### config.mk
export PLATFORM = sky130hd
export DESIGN_NAME = micro_seq_v
export DESIGN_NICKNAME = d
export VERILOG_FILES = /design/src/rtl/micro_pkg_v.sv /design/src/rtl/micro_rom_v.sv /design/src/rtl/micro_seq_v.sv
export SDC_FILE = /design/constraint.sdc
export NUM_CORES = 1
export LEC_CHECK = 0
export ABC_AREA = 1
export BUFFER_PORTS_ARGS = -buffer_cell sky130_fd_sc_hd__buf_4
export CAP_MARGIN = 40
export CORE_AREA = 4 4 41 43
export CTS_CLUSTER_DIAMETER = 100
export DETAILED_ROUTE_END_ITERATION = 16
export DIE_AREA = 0 0 45 47
export HOLD_SLACK_MARGIN = 0.05
export PLACE_DENSITY = 0.73
export SYNTH_ARGS = -nofsm -noshare
export SYNTH_HDL_FRONTEND = slang
export SYNTH_SLANG_ARGS = --single-unit
### constraint.sdc
create_clock -name i_clk -period 2.4 [get_ports i_clk]
set_input_delay 0.12 -clock i_clk [delete_from_list [all_inputs] [get_ports i_clk]]
set_output_delay 0.12 -clock i_clk [all_outputs]
set_load 0.01 [all_outputs]
### src/rtl/micro_pkg_v.sv
// Shared widths, opcodes, micro-code values and sequencer state encoding.
// Imported by the sequencer, its ROM and the micro decoder.
package micro_pkg_v;

  localparam int CODE_W  = 4;
  localparam int OPC_W   = 2;
  localparam int MAX_LEN = 4;
  localparam int STEP_W  = $clog2(MAX_LEN);

  localparam logic [OPC_W-1:0] OP_NOP   = 2'b00;
  localparam logic [OPC_W-1:0] OP_LOAD  = 2'b01;
  localparam logic [OPC_W-1:0] OP_ADD   = 2'b10;
  localparam logic [OPC_W-1:0] OP_STORE = 2'b11;

  localparam logic [CODE_W-1:0] MC_NOP  = 4'b0000;
  localparam logic [CODE_W-1:0] MC_RD   = 4'b0001;
  localparam logic [CODE_W-1:0] MC_WB   = 4'b0010;
  localparam logic [CODE_W-1:0] MC_FIN  = 4'b0011;
  localparam logic [CODE_W-1:0] MC_ALU  = 4'b0100;
  localparam logic [CODE_W-1:0] MC_AGEN = 4'b1000;
  localparam logic [CODE_W-1:0] MC_MEMW = 4'b1001;

  typedef enum logic {
    S_IDLE  = 1'b0,
    S_ISSUE = 1'b1
  } state_e;

endpackage

### src/rtl/micro_rom_v.sv
// Microprogram ROM: (opcode, step) -> micro-code plus last-step flag.
// Sequence lengths are defined only here.
module micro_rom_v
  import micro_pkg_v::*;
(
  input  logic [OPC_W-1:0]  i_op,
  input  logic [STEP_W-1:0] i_step,
  output logic [CODE_W-1:0] o_code,
  output logic              o_last
);

  logic [STEP_W-1:0] last_step;

  always_comb begin
    o_code    = MC_NOP;
    last_step = '0;
    unique case (i_op)
      OP_NOP: begin
        last_step = 2'd0;
        o_code    = MC_NOP;
      end
      OP_LOAD: begin
        last_step = 2'd1;
        o_code    = i_step[0] ? MC_WB : MC_RD;
      end
      OP_ADD: begin
        last_step = 2'd2;
        unique case (1'b1)
          (i_step == 2'd0): o_code = MC_RD;
          (i_step == 2'd1): o_code = MC_ALU;
          default:          o_code = MC_WB;
        endcase
      end
      OP_STORE: begin
        last_step = 2'd3;
        unique case (i_step)
          2'd0:    o_code = MC_RD;
          2'd1:    o_code = MC_AGEN;
          2'd2:    o_code = MC_MEMW;
          default: o_code = MC_FIN;
        endcase
      end
    endcase
  end

  assign o_last = (i_step == last_step);

endmodule

### src/rtl/micro_seq_v.sv
// Micro-op sequencer: expands an accepted opcode into 1-4 micro-codes,
// one per unstalled cycle, with back-to-back acceptance on the last code.
module micro_seq_v
  import micro_pkg_v::*;
(
  input  logic              i_clk,
  input  logic              i_rst,
  input  logic              i_valid,
  input  logic [OPC_W-1:0]  i_opc,
  output logic              o_ready,
  input  logic              i_stall,
  output logic              o_en,
  output logic [CODE_W-1:0] o_code,
  output logic              o_busy,
  output logic              o_done
);

  state_e            state_q, state_d;
  logic [OPC_W-1:0]  op_q, op_d;
  logic [STEP_W-1:0] step_q, step_d;
  logic [CODE_W-1:0] code_q, code_d;
  logic [CODE_W-1:0] rom_code;
  logic              rom_last;
  logic              issue;
  logic              accept;

  micro_rom_v u_rom (
    .i_op   (op_q),
    .i_step (step_q),
    .o_code (rom_code),
    .o_last (rom_last)
  );

  assign issue   = (state_q == S_ISSUE) & !i_stall;
  assign o_ready = !i_rst & ((state_q == S_IDLE) | (issue & rom_last));
  assign accept  = i_valid & o_ready;

  assign o_en   = issue;
  assign o_done = issue & rom_last;
  assign o_busy = (state_q == S_ISSUE);
  // Outside ISSUE the last issued code is held for the consumer.
  assign o_code = (state_q == S_ISSUE) ? rom_code : code_q;

  always_comb begin
    state_d = state_q;
    op_d    = op_q;
    step_d  = step_q;
    code_d  = code_q;
    unique case (state_q)
      S_IDLE: begin
        if (accept) begin
          op_d    = i_opc;
          step_d  = '0;
          state_d = S_ISSUE;
        end
      end
      S_ISSUE: begin
        if (!i_stall) begin
          code_d = rom_code;
          if (!rom_last) begin
            step_d = step_q + 1'b1;
          end else if (accept) begin
            op_d   = i_opc;
            step_d = '0;
          end else begin
            state_d = S_IDLE;
            step_d  = '0;
          end
        end
      end
    endcase
  end

  always_ff @(posedge i_clk) begin
    if (i_rst) begin
      state_q <= S_IDLE;
      op_q    <= '0;
      step_q  <= '0;
      code_q  <= '0;
    end else begin
      state_q <= state_d;
      op_q    <= op_d;
      step_q  <= step_d;
      code_q  <= code_d;
    end
  end

endmodule

After elaboration in Yosys (flattened, before gate mapping)

Cells that the tools add are included.

Flip-flop bits (word level): 9
Input port bits: 6
Output and inout bits: 8
Word-level logic and storage cells: 46

Add/subtract/negate cells: 1
Equal/unequal tests: 9
Mux-type cells: 18
Bitwise gates (word level): 7
Reductions and logical operators: 7

Operator list:

| operator                                       | number |
|---|---|
| case mux 4 bit (4 select lines)                | 1 |
| two-way mux 2 bit                              | 7 |
| case mux 4 bit (3 select lines)                | 1 |
| case mux 2 bit (2 select lines)                | 2 |
| case mux 2 bit (4 select lines)                | 1 |
| == test 2 bit (second input constant)          | 3 |
| case mux 3 bit (2 select lines)                | 1 |
| AND reduction 2 bit                            | 3 |
| AND 1 bit                                      | 4 |
| == test 2 x 1 -> 1 bit (second input constant) | 2 |
| logical NOT 2 bit                              | 2 |
| two-way mux 4 bit                              | 1 |
| != test 2 bit (second input constant)          | 2 |
| two-way mux 1 bit                              | 3 |
| adder 2 x 1 -> 2 bit (second input constant)   | 1 |
| == test 2 bit                                  | 1 |
| logical NOT 1 bit                              | 2 |
| != test 2 x 1 -> 1 bit (second input constant) | 1 |
| inverter 1 bit                                 | 2 |
| case mux 1 bit (2 select lines)                | 1 |
| OR 1 bit                                       | 1 |

Logic depth before layout (Yosys ltp)

Gate-level depths: netlist of the first run.

Word-level depth: 11
Mapped depth: 9
Depth with buffers taken out: 8

By module

A second synthesis of the first run with hierarchy kept.

Cell total of the unflattened synthesis: 98
Area, all modules: 644.4 µm²

Modules (own cells, without submodules):

| module      | times used | cells an instance | area an instance (µm²) | sequential area each (µm²) |
|---|---|---|---|---|
| micro_seq_v | 1          | 68                | 457.9                  | 180.2 |
| micro_rom_v | 1          | 30                | 186.4                  | 0.0 |

Worst setup path after synthesis of the first run

OpenSTA, ideal clock, no wires.

Path type: register to output
From: register step_q[0]
To: output port o_code[3]
Arrival time: 1.198 ns
Required time: 2.280 ns
Setup slack: 1.082 ns
Cell stages (with the launch flop): 5
Buffers on the path: 0
Path through: dfxtp_1 inv_1 ha_1 nand3_1 o21ai_0

Word-level cells in the longest chain between the ends: 4
Elaborated cells on any way between the ends: 6
Classes of those cells: eq/ne (2); mux (3); reduce/logical (1)

Ends and longest elaborated chain:

| item                                        | RTL line          | source |
|---|---|---|
| start: declaration                          | micro_seq_v.sv:20 | `logic [STEP_W-1:0] step_q, step_d;` |
| start signal: assignment                    | micro_seq_v.sv:83 | `step_q <= step_d;` |
| == test 2 bit, or another cell as far along | micro_rom_v.sv:36 | `unique case (i_step)` |
| case mux 4 bit (3 select lines) (*)         | micro_rom_v.sv:36 |  |
| case mux 4 bit (4 select lines) (*)         | micro_rom_v.sv:17 | `unique case (i_op)` |
| two-way mux 4 bit (*)                       | micro_seq_v.sv:42 | `assign o_code = (state_q == S_ISSUE) ? rom_code : code_q;` |
| end: declaration                            | micro_seq_v.sv:13 | `output logic [CODE_W-1:0] o_code,` |

Mark *: on every way between the ends. The rest lies on a longest branch, timed or not.

Final worst setup path of the first run

From: register step_q[0]
To: output port o_code[1]

Word-level cells in the longest chain between the ends: 4
Elaborated cells on any way between the ends: 8
Classes of those cells: eq/ne (2); mux (5); reduce/logical (1)

Ends and longest elaborated chain:

| item                                                                                      | RTL line |
|---|---|
| == test 2 bit, or another cell as far along                                               | micro_rom_v.sv:36 |
| case mux 4 bit (3 select lines) / case mux 3 bit (2 select lines) (equally long branches) | micro_rom_v.sv:36, micro_rom_v.sv:28 |
| case mux 4 bit (4 select lines) (*)                                                       | micro_rom_v.sv:17 |
| two-way mux 4 bit (*)                                                                     | micro_seq_v.sv:42 |

Marks and branches as above.

==> flow_metrics.env, run 1 <==
export IMPL_drv_cap=0
export IMPL_rsz0062_at_grt="false"
export IMPL_grt_pass1_vias=534
export IMPL_fin_crit_sh_pct=74.34
export IMPL_end_kind="primary output"
export IMPL_htree_levels=1
export IMPL_postRouteAntennaNets=0
export IMPL_hold_depth=2
export IMPL_grtUsageTotal_pct=15.43
export IMPL_syn_nets=98
export IMPL_syn_cell_area_sq_um=654.4
export IMPL_multi_input_area_sq_um=400.4
export IMPL_dp_cells=112
export IMPL_vias=591
export IMPL_synth_top_family_by_area="simple AND/OR/NAND/NOR gates"
export IMPL_die_area_sq_um=2115
export IMPL_n_fill_cell=135
export IMPL_synth_mux_area_share_pct=0
export IMPL_tns_ps=0
export IMPL_cts_tree="done"
export IMPL_rows=13
export IMPL_min_period_ps=1784
export IMPL_leakage_nw=0.3574
export IMPL_synthAdderAreaFrac_pct=9.560
export IMPL_route_detailed_drc=0
export IMPL_cp_max_fo=6
export IMPL_dp_slack_ps=913.5
export IMPL_postCtsSetupBuffers=0
export IMPL_fin_ws_ps=615.7
export IMPL_slowest_delay_ps=450
export IMPL_setup_viol=0
export IMPL_critical_path_class="register to primary output"
export IMPL_cts_buffers=3
export IMPL_firstDrtPassIters=4
export IMPL_report_final_slew_viol_count=0
export IMPL_max_slew_margin_rel_pct=74.66
export IMPL_port_buffers=13
export IMPL_fin_cells=116
export IMPL_hold_start="i_rst"
export IMPL_ys_seq_elements=9
export IMPL_min_to="o_busy"
export IMPL_register_area_sq_um=180.2
export IMPL_fp_coreArea_sq_um=1301
export IMPL_ios=14
export IMPL_finalWirelength_mm=1.351
export IMPL_postCtsHoldBufs=0
export IMPL_grt_overflow_total=0
export IMPL_crit_arrival_ps=1660
export IMPL_ys_warn_count=0
export IMPL_fmax_mhz=560.5
export IMPL_seq_area_frac_synth_pct=27.53
export IMPL_r2r_start="step_q[0]"
export IMPL_drive_above_1_share_pct=31.68
export IMPL_fp_dieW_um=45
export IMPL_rrSetupSlack_ps=1120
export IMPL_clockBufferDepth=2
export IMPL_grt_pass1_wl_mm=2.339
export IMPL_p_total_uw=387.8
export IMPL_synthSimpleGateAreaFrac_pct=37.28
export IMPL_worstRegToRegCells=6
export IMPL_hpwl_mm=1.088
export IMPL_cts_root_buffer="clkbuf_4"
export IMPL_post_synth_cell_area_avg_sq_um=7.522
export IMPL_clock_latency_ps=270
export IMPL_cp_slowest_cell="dfxtp_1"
export IMPL_post_cts_resized=0
export IMPL_num_antenna_cells=0
export IMPL_timing_rr_end="code_q[0]"
export IMPL_clock_skew_ps=2.057
export IMPL_start_util_pct=50.29
export IMPL_postSynthCellCount=87
export IMPL_gp_congestion=0.8974
export IMPL_areaGrowthSynthToFinish_pct=17.21
export IMPL_status="completed"
export IMPL_clock_sinks=9
export IMPL_peakVddDrop_v=0.0002651
export IMPL_cp_start_kind="register"
export IMPL_path_clk_slew_ps=60
export IMPL_synth_cell_type_count=22
export IMPL_synth_xor_area_share_pct=0
export IMPL_worstPathCellList="inv_1 -> ha_1 -> nor2_1 -> nand3_1 -> o211ai_1 -> nand2_1 -> o21ai_0 -> buf_4"
export IMPL_hold_viol_final=0
export IMPL_cp_required_ps=2280
export IMPL_nets=113
export IMPL_synth_compound_area_share_pct=14.34
export IMPL_vias_per_cell=5.095
export IMPL_grt_max_degree=10
export IMPL_tightest_slew_ps=379.6
export IMPL_cellPowerDensity_nw_per_um2=505.6
export IMPL_die_h_um=47
export IMPL_drtIter0Drc=14
export IMPL_routedWlPerCell_um=11.65
export IMPL_antenna_found_initial=0
export IMPL_min_path_type="input port to register"
[cells by family (layout without fill, tap and decap cells)]
logic type	count (synthesis)	in the layout
adder cells (fa/ha/maj)	5	5
AND/OR/NAND/NOR	42	42
buffers and inverters	14	28
AO/OA/AOI/OAI	17	17
flip-flops	9	9
[through the flow]
| stage | utilization (%) | hold slack [ps] | area [sq um] |
|---|---|---|---|
| 2_1_floorplan | - | 264.3 | 654.4 |
| 3_3_place_gp | 56.92 | 359.5 | 740.7 |
| 3_5_place_dp | 56.92 | 359.3 | 740.7 |
| 4_1_cts | 58.94 | 71.36 | 767.0 |
| 5_1_grt | 58.94 | 82.82 | 767.0 |
| 6_report | 58.94 | 75.84 | 767.0 |
[report_power, final]
part	leakage, nW	switching, mW	internal [mW]
combinational	0.269	0.0544	0.0397
sequential	0.0738	0.0128	0.158
clock	0.0150	0.0581	0.0644
total	0.357	0.125	0.262
[synth_stat cells]
master	number	area share, %
buf_6	2	3.4
nand3_2	1	1.5
inv_1	7	4.0
a21oi_1	7	5.4
nor2_1	6	3.4
nand3_1	9	6.9
o21ai_1	1	0.76
dfxtp_1	9	28
nor2_8	1	3.1
inv_4	1	0.96
o211ai_1	2	2.3
nor3_2	1	1.5
inv_2	3	1.7
nand2_2	4	3.8
ha_1	5	9.6
nand4_2	1	1.9
a21oi_2	1	1.3
nand2_1	14	8.0
buf_4	1	1.1
o21ai_0	6	4.6
nand4_1	2	1.9
nand2_4	3	5.2
[layer usage]
metal | share of wire [%] | global-route usage [%] | vias to the layer above | wire length, um
met5 | 0 | 0 | - | 0
met4 | 3.1 | 10.53 | 0 | 42
li1 | - | - | 316 | -
met3 | 6.7 | 3.831 | 4 | 91
met2 | 40 | 20.62 | 24 | 544
met1 | 50 | 21.46 | 247 | 672
[area by class of cell]
cell class | instances | share of cell area [%]
repair buffers | 13 | 12.72
well taps | 15 | 2.447
clock buffers | 4 | 3.426
flip-flops and latches | 9 | 23.49
inverters | 11 | 5.710
multi-input cells | 64 | 52.20
[cells in the final DEF, fill, tap and decap left out, types with 2 or more instances in the layout]
cell and count:
nand2_1 14, buf_4 13, nand3_1 9, dfxtp_1 9, inv_1 7, a21oi_1 7, o21ai_0 6, nor2_1 6
ha_1 5, nand2_2 4, inv_2 3, nand2_4 3, clkbuf_4 3, o211ai_1 2, nand4_1 2
[critical path, delay by kind of cell, from the launching register on]
family	cells	cell delay, ps
flops	1	450
buf+inv	2	310
simple gates	3	220
fa+ha+maj	1	220
compound gates	2	190
[worst max-delay path by stage]
stage | start | endpoint | slack [ps]
floorplan | step_q[0] | o_code[3] | 1080
global placement | step_q[0] | o_code[1] | 990
detailed placement | step_q[0] | o_code[1] | 910
CTS | step_q[0] | o_code[1] | 610
global route | step_q[0] | o_code[3] | 450
finish | step_q[0] | o_code[1] | 620
[sequential cells by signal, indices dropped and copies added, names as in the netlist]
register / flops
step_q: 2
o_busy: 1
code_q: 4
op_q: 2
No activity file was read; power rests on OpenSTA's default activity.
==> inputs of run 2 (changes only) <==
--- a/config.mk
+++ b/config.mk
@@ -5,15 +5,15 @@
 export SDC_FILE = /design/constraint.sdc
 export NUM_CORES = 1
 export LEC_CHECK = 0
-export ABC_AREA = 1
+export ABC_AREA = 0
 export BUFFER_PORTS_ARGS = -buffer_cell sky130_fd_sc_hd__buf_4
 export CAP_MARGIN = 40
-export CORE_AREA = 4 4 41 43
+export CORE_AREA = 4 4 43 45
 export CTS_CLUSTER_DIAMETER = 100
 export DETAILED_ROUTE_END_ITERATION = 16
-export DIE_AREA = 0 0 45 47
+export DIE_AREA = 0 0 47 49
 export HOLD_SLACK_MARGIN = 0.05
-export PLACE_DENSITY = 0.73
+export PLACE_DENSITY = 0.69
 export SYNTH_ARGS = -nofsm -noshare
 export SYNTH_HDL_FRONTEND = slang
 export SYNTH_SLANG_ARGS = --single-unit
==> constraint.sdc (replaced) <==
create_clock -name i_clk -period 1.6 [get_ports i_clk]
set_input_delay 0.08 -clock i_clk [delete_from_list [all_inputs] [get_ports i_clk]]
set_output_delay 0.08 -clock i_clk [all_outputs]
set_load 0.01 [all_outputs]
==> run 2 against run 1 <==
  * Global-route usage fell by 0.38 points
  * Non-clock buffer count increased by 9
  * Clock skew fell by 1.6 ps
  * Highest routed layer unchanged
  * First-iteration DRC count is 7.1% lower
  * Critical path type unchanged
==> flow_metrics.env, run 2 <==
export IMPL_hold_viol_final=0
export IMPL_num_antenna_cells=0
export IMPL_synth_cell_type_count=32
export IMPL_ys_seq_elements=9
export IMPL_synthSimpleGateAreaFrac_pct=24.12
export IMPL_fmax_mhz=645.3
export IMPL_cts_tree="done"
export IMPL_top_regs="code_q x4, op_q x2, step_q x2"
export IMPL_ys_warn_count=0
export IMPL_nets=109
export IMPL_fin_crit_sh_pct=96.85
export IMPL_syn_nets=86
export IMPL_start_util_pct=43.71
export IMPL_worstPathCellList="ha_4 -> mux2_4 -> a22oi_2 -> a21oi_2 -> buf_4"
export IMPL_syn_cell_area_sq_um=643.1
export IMPL_antenna_found_initial=0
export IMPL_crit_family="flip-flops"
export IMPL_final_common_cell="buf_4"
export IMPL_synthFlopType="dfxtp_1"
export IMPL_cp_required_ps=1520
export IMPL_final_area_sq_um=907.1
export IMPL_die_area_sq_um=2303
export IMPL_routedWlPerCell_um=14.47
export IMPL_largest_register_ffs=4
export IMPL_grt_max_degree=16
export IMPL_clockBufferDepth=2
export IMPL_tightest_slew_ps=445.5
export IMPL_async_flop_share_pct=0
export IMPL_cts_root_buffer="clkbuf_4"
export IMPL_crit_arrival_ps=1470
export IMPL_ios=14
export IMPL_firstDrtPassIters=4
export IMPL_areaGrowthSynthToFinish_pct=41.05
export IMPL_synthAdderAreaFrac_pct=9.728
export IMPL_grtUsageTotal_pct=15.04
export IMPL_grt_busiest_layer="met2"
export IMPL_max_slew_margin_rel_pct=70.03
export IMPL_synth_xor_area_share_pct=6.809
export IMPL_drtIter0Drc=13
export IMPL_clock_sinks=9
export IMPL_synth_top_area_share_pct=28.02
export IMPL_drv_cap=0
export IMPL_critical_path_class="register to primary output"
export IMPL_fin_cells=113
export IMPL_cp_max_fo=8
export IMPL_slowest_delay_ps=390
export IMPL_leakage_nw=0.3617
export IMPL_end_kind="primary output"
export IMPL_gr_usage_met1_pct=19.51
export IMPL_cp_slowest_cell="dfxtp_4"
export IMPL_rows=14
export IMPL_top_register="code_q"
export IMPL_clock_latency_ps=260
export IMPL_grt_pass1_vias=562
export IMPL_n_fill_cell=137
export IMPL_min_path_type="input port to register"
export IMPL_synth_largest_area_cell="dfxtp_1"
export IMPL_grt_pass1_wl_mm=2.511
export IMPL_gp_congestion=0.7171
export IMPL_htree_levels=1
export IMPL_seq_area_frac_synth_pct=28.02
export IMPL_dp_cells=103
export IMPL_status="completed"
export IMPL_die_h_um=49
export IMPL_cp_start_kind="register"
export IMPL_vias_per_cell=5.628
export IMPL_finalWirelength_mm=1.635
export IMPL_cellPowerDensity_nw_per_um2=692.0
export IMPL_synth_mux_area_share_pct=3.307
export IMPL_postRouteAntennaNets=0
export IMPL_grt_use_met3_pct=3.690
export IMPL_min_period_ps=1550
export IMPL_synth_top_family_by_area="simple AND/OR/NAND/NOR gates"
export IMPL_synth_compound_area_share_pct=21.98
export IMPL_cts_buffers=3
export IMPL_vias=636
export IMPL_use_met2_pct=22.62
export IMPL_route_detailed_drc=0
export IMPL_synth_area_leaders="dfxtp_1 28%, ha_1 9.7%, a21oi_1 7.0%"
export IMPL_layout_common_cells="19 x buf_4, 7 x a21oi_1, 6 x nor2_1"
export IMPL_crit_buf_inv=1
export IMPL_report_final_slew_viol_count=0
export IMPL_port_buffers=13
export IMPL_place_area_sq_um=759.5
export IMPL_post_synth_cell_area_avg_sq_um=8.575
export IMPL_hpwl_mm=1.030
export IMPL_fp_coreArea_sq_um=1471
export IMPL_rsz0062_at_grt="true"
export IMPL_clock_skew_ps=0.5063
export IMPL_setup_viol=0
export IMPL_path_clk_slew_ps=60
export IMPL_yosys_top_cells_count="9 x a21oi_1, 9 x dfxtp_1, 6 x nor2_1, 5 x ha_1, 4 x nand2b_1"
export IMPL_peakVddDrop_v=0.0004797
export IMPL_fp_dieW_um=47
export IMPL_postSynthCellCount=75
export IMPL_synth_edf_count=0
export IMPL_grt_overflow_total=0
export IMPL_drive_above_1_share_pct=42.27
-- run 2: changes by cell type in the layout (fill, tap and decap cells not counted), sizes merged, moves of 4 or more --
cell,delta
buf,+7
nand2b,+4
inv,-8
nand3,-7
nand2,-19
o21ai,-6
-- run 2: area by class of cell --
cell class              instances  area (sq um)  area share (%)
multi-input cells              58         476.7           52.55
clock buffers                   4         26.28           2.897
well taps                      16         20.02           2.207
flip-flops and latches          9         192.7           21.24
repair buffers                 22         173.9           19.17
inverters                       4         17.52           1.931
-- run 2: logic make-up (layout without fill, tap and decap cells) --
logic type / after synthesis / after routing
multiplexers: 2 / 2
adder cells (fa/ha/maj): 5 / 5
AND/OR/NAND/NOR: 28 / 28
AO/OA/AOI/OAI: 21 / 21
flip-flops: 9 / 9
buffers and inverters: 8 / 30
XOR/XNOR: 2 / 2
-- run 2: routing by layer --
layer / wire length, um / part of all wire, % / up-vias
li1: - / - / 317
met2: 775 / 47 / 22
met4: 24 / 1.5 / 0
met5: 0 / 0 / -
met3: 120 / 7.3 / 4
met1: 715 / 44 / 293
-- run 2: repair_timing --
item / in CTS / in global routing
pin swaps: 0 / 4
resized for setup: 6 / 14
hold endpoints to repair: 2 / 0
hold buffers: 2 / 0
buffers inserted: 0 / 4
setup endpoints to repair: 4 / 3
-- run 2: power breakdown --
part | leakage, nW | total (mW) | switching (mW) | internal (mW)
Clock | 0.0150 | 0.180 | 0.0837 | 0.0964
Combinational | 0.271 | 0.192 | 0.0935 | 0.0988
Sequential | 0.0761 | 0.255 | 0.0204 | 0.235
-- run 2: worst paths after layout --
kind / end / cells after the start / start / slack, ps
max: o_code[1] / 5 / step_q[0] / 50
min: step_q[0] / 2 / i_rst / 70
max reg2reg: op_q[0] / 4 / op_q[1] / 210
min reg2reg: code_q[3] / 2 / code_q[3] / 450
-- run 2: stage by stage --
stage	total power [mW]	hold WS (ps)	TNS [ps]	util (%)	worst slack, ps
after floorplan	0.3564	197.8	0	-	304.2
after global placement	0.4135	297.8	0	51.62	204.1
after detailed placement	0.4151	307.6	0	51.62	177.3
after CTS	0.6055	57.70	0	55.53	14.78
after global routing	0.6719	61.71	-50.07	61.65	-41.40
final	0.6277	71.66	0	61.65	50.41
==> inputs of run 3 (changes only) <==
==> constraint.sdc (replaced) <==
create_clock -name i_clk -period 1.4 [get_ports i_clk]
set_input_delay 0.07 -clock i_clk [delete_from_list [all_inputs] [get_ports i_clk]]
set_output_delay 0.07 -clock i_clk [all_outputs]
set_load 0.01 [all_outputs]
==> run 3 against run 2 <==
  * The flow now finishes with violations (negative setup slack)
  * Total power rose by 21%
  * Critical path depth up 1
  * First-iteration DRC count up 7.7%
  * Combinational power rose by 28%
  * Clock skew increased by 2.6 ps
  * Final area rose by 14%
  * Die area stayed put
  * Critical path type unchanged
  * Largest cell class unchanged
  * Highest routed layer unchanged
==> flow_metrics.env, run 3 (synthesis gave the netlist of run 2 again) <==
export IMPL_n_fill_cell=115
export IMPL_cp_max_fo=5
export IMPL_finalWirelength_mm=1.766
export IMPL_antenna_found_initial=0
export IMPL_fp_dieW_um=47
export IMPL_p_total_uw=760.3
export IMPL_leakage_nw=0.3888
export IMPL_crit_arrival_ps=1480
export IMPL_cellPowerDensity_nw_per_um2=738.3
export IMPL_drtIter0Drc=14
export IMPL_slowest_delay_ps=420
export IMPL_fin_ws_ps=-150.5
export IMPL_gp_congestion=0.7775
export IMPL_r2r_start="step_q[1]"
export IMPL_rows=14
export IMPL_worstPathCellList="inv_6 -> ha_2 -> mux2i_2 -> a22oi_2 -> a21oi_1 -> buf_4"
export IMPL_failed_checks="negative setup slack"
export IMPL_peakVddDrop_v=0.0004918
export IMPL_hold_start="i_rst"
export IMPL_crit_buf_inv=2
export IMPL_end_kind="primary output"
export IMPL_grtUsageTotal_pct=18.38
export IMPL_dp_cells=106
export IMPL_fmax_mhz=644.9
export IMPL_fin_cells=116
export IMPL_largest_register_ffs=4
export IMPL_drive_above_1_share_pct=52.00
export IMPL_clockBufferDepth=2
export IMPL_crit_start="step_q[1]"
export IMPL_min_path_type="input port to register"
export IMPL_fp_coreArea_sq_um=1471
export IMPL_clock_skew_ps=3.127
export IMPL_whs_ps=69.94
export IMPL_num_antenna_cells=0
export IMPL_hpwl_mm=1.155
export IMPL_critical_path_class="register to primary output"
export IMPL_start_util_pct=43.71
export IMPL_setup_viol=6
export IMPL_ios=14
export IMPL_dp_slack_ps=-35.77
export IMPL_port_buffers=13
export IMPL_grt_pass1_wl_mm=3.008
export IMPL_clock_sinks=9
export IMPL_grt_max_degree=13
export IMPL_grt_pass1_vias=686
export IMPL_clock_latency_ps=270
export IMPL_nets=112
export IMPL_cp_required_ps=1330
export IMPL_die_area_sq_um=2303
export IMPL_multi_input_area_sq_um=541.8
export IMPL_cts_buffers=3
export IMPL_cts_root_buffer="clkbuf_4"
export IMPL_hold_viol_final=0
export IMPL_top_register="code_q"
export IMPL_top_regs="code_q x4, op_q x2, step_q x2"
export IMPL_max_slew_margin_rel_pct=80.28
export IMPL_cp_start_kind="register"
export IMPL_routedWlPerCell_um=15.22
export IMPL_path_clk_slew_ps=70
export IMPL_register_area_sq_um=196.4
export IMPL_postRouteAntennaNets=0
export IMPL_die_h_um=49
export IMPL_fin_crit_sh_pct=110.8
export IMPL_route_detailed_drc=0
export IMPL_min_period_ps=1551
export IMPL_layout_common_cells="16 x buf_4, 8 x a21oi_1, 7 x buf_6"
export IMPL_crit_family="flip-flops"
export IMPL_grt_overflow_total=0
export IMPL_rsz0062_at_grt="true"
export IMPL_status="finished, violations left"
export IMPL_cts_tree="done"
export IMPL_drv_cap=0
export IMPL_tightest_slew_ps=295.3
export IMPL_vias=685
export IMPL_areaGrowthSynthToFinish_pct=60.12
export IMPL_htree_levels=1
export IMPL_vias_per_cell=5.905
export IMPL_firstDrtPassIters=4
export IMPL_cp_slowest_cell="dfxtp_4"
export IMPL_report_final_slew_viol_count=0
export IMPL_final_common_cell="buf_4"
-- run 3: path summary, 6_finish.rpt --
kind | endpoint | slack, ps | depth (start not counted)
max | o_code[0] | -150 | 6
min reg2reg | code_q[2] | 450 | 2
max reg2reg | op_q[1] | 70 | 4
min | code_q[3] | 70 | 2
-- run 3: timing repair --
| action | CTS | global route |
|---|---|---|
| hold endpoints to repair | 2 | 0 |
| hold buffers | 2 | 0 |
| pin swaps | 9 | 9 |
| endpoints found under the setup margin | 7 | 9 |
| gates resized for setup | 23 | 19 |
| buffers inserted | 3 | 1 |
-- run 3: final cells by class --
cell class,instances,share of cell area (%)
clock buffer,4,2.552
inverter,4,2.552
tap,16,1.944
timing repair buffer,25,21.26
multi-input combinational,58,52.61
sequential,9,19.08
-- run 3: through the flow --
stage	utilization, %	TNS (ps)	instance area (sq um)
2_1_floorplan	-	0	643.1
3_3_place_gp	53.15	0	782.0
3_5_place_dp	53.15	-64.17	782.0
4_1_cts	63.35	-720.2	932.1
5_1_grt	69.98	-861.0	1030
6_report	69.98	-529.3	1030
-- run 3: power breakdown --
group          internal [mW]  switching [mW]
combinational          0.130           0.116
sequential             0.269          0.0298
clock                  0.110           0.105
total                  0.509           0.251
-- run 3: routing by layer --
metal	vias to the layer above	global-route usage, %	wire [um]	share of wire (%)
met3	6	3.321	78	4.4
met2	18	29.64	912	52
met4	0	12.90	60	3.4
li1	326	-	-	-
met1	335	20.44	714	40
met5	-	0	0	0
